`src/rtl/alu_share_if.sv`:
```
// Bus bundle between the ALU share arbiter, its two requesters and the shared ALU.
// The slave side is the arbiter; the master side is the requesters plus the ALU.
interface alu_share_if #(
  parameter int DATA_WIDTH = 32,
  parameter int CODE_WIDTH = 3
);
  logic [1:0]              req_valid;
  logic [1:0]              req_ready;
  logic [2*DATA_WIDTH-1:0] req_a;
  logic [2*DATA_WIDTH-1:0] req_b;
  logic [2*CODE_WIDTH-1:0] req_code;
  logic [13:0]             req_funct7;
  logic [1:0]              resp_valid;
  logic [1:0]              resp_ready;
  logic [DATA_WIDTH-1:0]   resp_data;
  logic [DATA_WIDTH-1:0]   alu_in_a;
  logic [DATA_WIDTH-1:0]   alu_in_b;
  logic [CODE_WIDTH-1:0]   alu_code;
  logic [6:0]              alu_funct7;
  logic [DATA_WIDTH-1:0]   alu_out;

  modport slave (
    input  req_valid, req_a, req_b, req_code, req_funct7, resp_ready, alu_out,
    output req_ready, resp_valid, resp_data, alu_in_a, alu_in_b, alu_code, alu_funct7
  );

  modport master (
    output req_valid, req_a, req_b, req_code, req_funct7, resp_ready, alu_out,
    input  req_ready, resp_valid, resp_data, alu_in_a, alu_in_b, alu_code, alu_funct7
  );
endinterface

```
`src/rtl/alu_share_arbiter.sv`:
```
// Round-robin sharing of one combinational ALU between two requesters,
// with registered operands and result and valid/ready on both sides.
module alu_share_arbiter #(
  parameter int DATA_WIDTH = 32,
  parameter int CODE_WIDTH = 3
) (
  input  logic        clk,
  input  logic        rst_n,
  alu_share_if.slave  bus,
  output logic        busy
);

  localparam logic [1:0] IDLE = 2'd0;
  localparam logic [1:0] EXEC = 2'd1;
  localparam logic [1:0] RESP = 2'd2;

  logic [1:0]            state_q, state_d;
  logic                  owner_q, owner_d;
  logic                  last_grant_q, last_grant_d;
  logic [DATA_WIDTH-1:0] a_q, a_d;
  logic [DATA_WIDTH-1:0] b_q, b_d;
  logic [CODE_WIDTH-1:0] code_q, code_d;
  logic [6:0]            funct7_q, funct7_d;
  logic [DATA_WIDTH-1:0] result_q, result_d;

  logic grant;
  logic have_req;

  // Both requesting: the one not served last wins; a lone requester always wins.
  always_comb begin
    have_req = |bus.req_valid;
    grant    = 1'b0;
    case (bus.req_valid)
      2'b01:   grant = 1'b0;
      2'b10:   grant = 1'b1;
      2'b11:   grant = ~last_grant_q;
      default: grant = 1'b0;
    endcase
  end

  always_comb begin
    state_d      = state_q;
    owner_d      = owner_q;
    last_grant_d = last_grant_q;
    a_d          = a_q;
    b_d          = b_q;
    code_d       = code_q;
    funct7_d     = funct7_q;
    result_d     = result_q;
    case (state_q)
      IDLE: begin
        if (have_req) begin
          owner_d      = grant;
          last_grant_d = grant;
          a_d          = grant ? bus.req_a[2*DATA_WIDTH-1:DATA_WIDTH] : bus.req_a[DATA_WIDTH-1:0];
          b_d          = grant ? bus.req_b[2*DATA_WIDTH-1:DATA_WIDTH] : bus.req_b[DATA_WIDTH-1:0];
          code_d       = grant ? bus.req_code[2*CODE_WIDTH-1:CODE_WIDTH] : bus.req_code[CODE_WIDTH-1:0];
          funct7_d     = grant ? bus.req_funct7[13:7] : bus.req_funct7[6:0];
          state_d      = EXEC;
        end
      end
      EXEC: begin
        result_d = bus.alu_out;
        state_d  = RESP;
      end
      RESP: begin
        // Only the owner's ready retires the op; no new accept this cycle.
        if (bus.resp_ready[owner_q]) state_d = IDLE;
      end
      default: state_d = IDLE;
    endcase
  end

  always_ff @(posedge clk or negedge rst_n) begin
    if (!rst_n) begin
      state_q      <= IDLE;
      owner_q      <= 1'b0;
      last_grant_q <= 1'b1;
      a_q          <= '0;
      b_q          <= '0;
      code_q       <= '0;
      funct7_q     <= '0;
      result_q     <= '0;
    end else begin
      state_q      <= state_d;
      owner_q      <= owner_d;
      last_grant_q <= last_grant_d;
      a_q          <= a_d;
      b_q          <= b_d;
      code_q       <= code_d;
      funct7_q     <= funct7_d;
      result_q     <= result_d;
    end
  end

  // ALU inputs are held at zero outside EXEC so the ALU does not toggle while idle.
  always_comb begin
    bus.req_ready  = 2'b00;
    bus.resp_valid = 2'b00;
    bus.alu_in_a   = '0;
    bus.alu_in_b   = '0;
    bus.alu_code   = '0;
    bus.alu_funct7 = '0;
    if (state_q == IDLE && have_req) bus.req_ready = grant ? 2'b10 : 2'b01;
    if (state_q == RESP) bus.resp_valid = owner_q ? 2'b10 : 2'b01;
    if (state_q == EXEC) begin
      bus.alu_in_a   = a_q;
      bus.alu_in_b   = b_q;
      bus.alu_code   = code_q;
      bus.alu_funct7 = funct7_q;
    end
  end

  assign bus.resp_data = result_q;
  assign busy          = (state_q != IDLE);

endmodule

```
`src/flat_wrapper.sv`:
```
// flat-port wrapper written by rule: the top's interface ports become plain ports
module alu_share_arbiter_flat 
#(
  parameter int DATA_WIDTH = 32,
  parameter int CODE_WIDTH = 3
)
  (clk, rst_n, busy, bus_req_valid, bus_req_a, bus_req_b, bus_req_code, bus_req_funct7, bus_resp_ready, bus_alu_out, bus_req_ready, bus_resp_valid, bus_resp_data, bus_alu_in_a, bus_alu_in_b, bus_alu_code, bus_alu_funct7);
  alu_share_if #(.DATA_WIDTH(DATA_WIDTH), .CODE_WIDTH(CODE_WIDTH)) bus_i ();
  input  logic clk;
  input  logic rst_n;
  output logic busy;
  input wire logic [$bits(bus_i.req_valid)-1:0] bus_req_valid;
  input wire logic [$bits(bus_i.req_a)-1:0] bus_req_a;
  input wire logic [$bits(bus_i.req_b)-1:0] bus_req_b;
  input wire logic [$bits(bus_i.req_code)-1:0] bus_req_code;
  input wire logic [$bits(bus_i.req_funct7)-1:0] bus_req_funct7;
  input wire logic [$bits(bus_i.resp_ready)-1:0] bus_resp_ready;
  input wire logic [$bits(bus_i.alu_out)-1:0] bus_alu_out;
  output wire logic [$bits(bus_i.req_ready)-1:0] bus_req_ready;
  output wire logic [$bits(bus_i.resp_valid)-1:0] bus_resp_valid;
  output wire logic [$bits(bus_i.resp_data)-1:0] bus_resp_data;
  output wire logic [$bits(bus_i.alu_in_a)-1:0] bus_alu_in_a;
  output wire logic [$bits(bus_i.alu_in_b)-1:0] bus_alu_in_b;
  output wire logic [$bits(bus_i.alu_code)-1:0] bus_alu_code;
  output wire logic [$bits(bus_i.alu_funct7)-1:0] bus_alu_funct7;
  assign bus_i.req_valid = bus_req_valid;
  assign bus_i.req_a = bus_req_a;
  assign bus_i.req_b = bus_req_b;
  assign bus_i.req_code = bus_req_code;
  assign bus_i.req_funct7 = bus_req_funct7;
  assign bus_i.resp_ready = bus_resp_ready;
  assign bus_i.alu_out = bus_alu_out;
  assign bus_req_ready = bus_i.req_ready;
  assign bus_resp_valid = bus_i.resp_valid;
  assign bus_resp_data = bus_i.resp_data;
  assign bus_alu_in_a = bus_i.alu_in_a;
  assign bus_alu_in_b = bus_i.alu_in_b;
  assign bus_alu_code = bus_i.alu_code;
  assign bus_alu_funct7 = bus_i.alu_funct7;
  alu_share_arbiter #(.DATA_WIDTH(DATA_WIDTH), .CODE_WIDTH(CODE_WIDTH)) u_core (.clk(clk), .rst_n(rst_n), .bus(bus_i), .busy(busy));
endmodule
```
`config.mk`:
```
export PLATFORM = sky130hd
export DESIGN_NAME = alu_share_arbiter_flat
export DESIGN_NICKNAME = d
export VERILOG_FILES = /design/src/rtl/alu_share_if.sv /design/src/rtl/alu_share_arbiter.sv /design/src/flat_wrapper.sv
export SDC_FILE = /design/constraint.sdc
export NUM_CORES = 1
export LEC_CHECK = 0
export ABC_AREA = 1
export CAP_MARGIN = 0
export CORE_ASPECT_RATIO = 2
export CORE_MARGIN = 4
export CORE_UTILIZATION = 30
export CTS_CLUSTER_DIAMETER = 30
export DETAILED_ROUTE_END_ITERATION = 8
export PLACE_DENSITY = 0.59
export SLEW_MARGIN = 25
export SYNTH_ARGS = -nofsm -noshare
export SYNTH_HDL_FRONTEND = slang
export SYNTH_SLANG_ARGS = --single-unit
```
`constraint.sdc`:
```
create_clock -name clk -period 4.4 [get_ports clk]
set_clock_uncertainty 0.1 [all_clocks]
set_input_delay 0.88 -clock clk [delete_from_list [all_inputs] [get_ports clk]]
set_output_delay 0.88 -clock clk [all_outputs]
set_load 0.05 [all_outputs]
```
==> metrics.md <==
| Metric | Value |
|---|---|
| All-layer global routing usage | 19.9% |
| Pre-antenna DRT Iters | 4 |
| Largest family of logic cells by synthesized area | simple AND/OR/NAND/NOR gates |
| Die width | 107 µm |
| Max VDD drop | around 0.25 mV |
| Initial Util | 30.4% |
| Critical path capture point type | primary output |
| Async S/R FF share, synth | between 90% and 100% |
| YS warnings | 0 |
| Layout Cell Area excl Fill | between 9000 and 10,000 µm² |
| Multi-input gate area | about 2500 µm² |
| Post-synthesis register bit count | between 100 and 150 |
| Placed Area | 9000 µm² |
| Critical Path RT | 3.42 ns |
| Placer congestion estimate | ~0.85 |
| Inserted Clock Buffers | 9 |
| Maxcap violations | 0 |
| Post-synthesis mux area share | 0% |
| Die Ht | roughly 210 µm |
| Cell taking the most area after synthesis | dfrtp_1 |
| Fillers | 1,989 |
| Top cells by area, synth | dfrtp_1 (47%), nand2_1 (28%), nand3_1 (9.1%), nor2_1 (5.1%), inv_1 (5.1%) |
| Mapped Cells | roughly 900 |
| Relative slew slack | 43.0% |
| CP Launch Type | register |
| Vias in the first global route | 6,222 |
| Synth Area in XOR/XNOR | 0% |
| Simple-Gate Fraction of Synth Area | a little over two fifths |
| Period minus WS final | approximately 3.8 ns |
| Wire per inst | about 16 µm |
| Fin. max-slew vios | 0 |
| Complex-gate fraction of the synthesized area | less than 1% |
| Most frequent cell after synthesis | nand2_1 |
| Clk root buf | clkbuf_16 |
| Setup TNS Final | 0 ns |
| Max Root-Sink Buffers | 2 |
| Placed Cells | around 1,400 |
| Detailed router's first-iteration violation count | 262 |
| Post-route insts no fill | 1,408 |
| Pre-CTS WS | between 1 and 1.5 ns |
| Die Area | 21,900 µm² |
| I/O pin count | approximately 300 |
| Largest net degree at the start of global routing | 76 |
| CTS tree | done |
| Clk_lat worst skew | about 0.35 ns |
| Rows | 72 |
| Leakage | 4.73 nW |
| Final Cycle Share | 85.7% |
| Core ar. | ~19,000 µm² |
| Nets@finish | around 1,300 |
| Setup slack after layout | ~0.63 ns |
| Sequential-to-total area share from yosys stat | between 40% and 50% |
| ANT nets after route | 0 |
| Vias per cell | ~4.4 |
| Power Dens Cells | approximately 700 nW/µm² |
| Worst EP arrival | 2.79 ns |
| Hold Path Class | reg -> reg |
| Commonest cells post-synth | nand2_1 (442), dfrtp_1 (109), nand3_1 (107) |
| Synth top area share | around 47% |
| Initial antenna violation count | 4 |
| Hold WS | 0.372 ns |
| Htree depth | 3 |
| DRC viols | 0 |
| Status | finished clean |
| Post-CTS Setup Repair Bufs | 0 |
| IO Port Bufs | roughly 300 |
| Distinct cells, synth | 14 |
| Synthesis-to-finish area growth | 59.8% |
| GRT Residual Overflow | 0 |
| CP max FO | 38 |
| Sequential Area | 2750 µm² |
| Vias | 6,224 |
| Final Hold Vio Count | 0 |
| Sink Count | 110 |
| WL final | between 20,000 and 25,000 µm |
| Cts repair resizes | 0 |
| Syn nets | between 1,000 and 1,500 |
| Setup violations, final | 0 |
| WS Path Type | reg -> out |
| Dpl hpwl | about 16,000 µm |
| Worst-path clk slew | 0.07 ns |
| Hold-fix buffers, CTS | 0 |
| Post-synth EDFFs | 0 |
| Synthesized cell area | 5850 µm² |
| First-pass GRT wire length | between 30,000 and 40,000 µm |
| Share of layout cells above drive strength 1 | 3.23% |
| Slew at the pin with the worst max-slew slack | roughly 0.86 ns |
| Post-Synth Adder-Cell Area | 0% |
| RSZ-0062 raised after global routing | no |
| Mapped Avg Cell Area | 6.65 µm² |
| Fmax achieved | 265 MHz |
| Main flop type after synthesis | dfrtp_1 |
worst max-delay path, cell delays in order (launching register included):
cell	delay (ns)
dfrtp_1	0.40
inv_2	0.46
nand2_4	0.26
buf_4	0.32
nor2_1	0.15
clkdlybuf4s50_1	0.83
layer usage:
| layer | global-route usage [%] | wire length [µm] | vias to the layer above |
|---|---|---|---|
| met5 | 0 | 0 | - |
| met1 | 22.3 | 8190 | 2832 |
| met2 | 36.1 | 11700 | 199 |
| li1 | - | - | 3158 |
| met3 | 3.64 | 1160 | 35 |
| met4 | 8.82 | 781 | 0 |
registers in the layout (all words and copies together) (netlist names):
register,count
u_core.state_q,2
u_core.owner_q,1
u_core.b_q,32
u_core.bus.resp_data,32
u_core.last_grant_q,1
u_core.a_q,32
u_core.funct7_q,7
u_core.code_q,3
power by group:
part           total [mW]  internal [mW]  leakage (nW)  switching [mW]
Clock               0.947          0.556         0.159           0.390
Combinational        3.83           1.21          3.21            2.62
Sequential           1.76           1.50          1.36           0.258
Total                6.54           3.27          4.73            3.27
cells in the final DEF (no fill, tap or decap), drive strengths merged:
| cell | Yosys | layout |
|---|---|---|
| buf | 31 | 14 |
| bufinv | 0 | 3 |
| clkbuf | 27 | 10 |
| clkdlybuf4s50 | 0 | 292 |
| clkinv | 0 | 1 |
| clkinvlp | 0 | 2 |
| dfrtp | 109 | 109 |
| dfstp | 1 | 1 |
| diode | 0 | 4 |
| inv | 80 | 80 |
| nand2 | 442 | 442 |
| nand3 | 107 | 107 |
| nor2 | 82 | 82 |
| o21ai | 2 | 2 |
final cells by class:
type	count	area share [%]
Tap cell	259	3.46
Multi-Input combinational cell	633	27.2
Antenna cell	4	0.107
Inverter	80	3.21
Clock buffer	10	2.45
Sequential cell	110	29.4
Clock inverter	6	1.18
Timing Repair Buffer	306	32.9
final timing paths:
path                                          startpoint                  endpoint  cells after the start  slack, ns
worst max-delay path                   u_core.state_q[1]         bus_alu_funct7[4]                      5       0.63
worst min-delay path            u_core.bus.resp_data[31]  u_core.bus.resp_data[31]                      2       0.37
worst max register to register         u_core.state_q[0]             u_core.a_q[1]                      6       2.31
worst min register to register  u_core.bus.resp_data[31]  u_core.bus.resp_data[31]                      2       0.37
max in group asynchronous                          rst_n        u_core.funct7_q[2]                      2       3.05
min in group asynchronous                          rst_n  u_core.bus.resp_data[18]                      1       0.42
cells by family after synthesis:
group           count (synthesis)
simple gates                  631
compound gates                  2
buf+inv                       138
flops                         110
through the flow:
step | total power, mW | util, %
floorplan | 4.30 | -
global placement | 5.62 | 46.7
detailed placement | 5.66 | 46.7
CTS | 6.63 | 48.4
global route | 6.99 | 48.5
finish | 6.54 | 48.5
(Power assumes the default switching activity.)
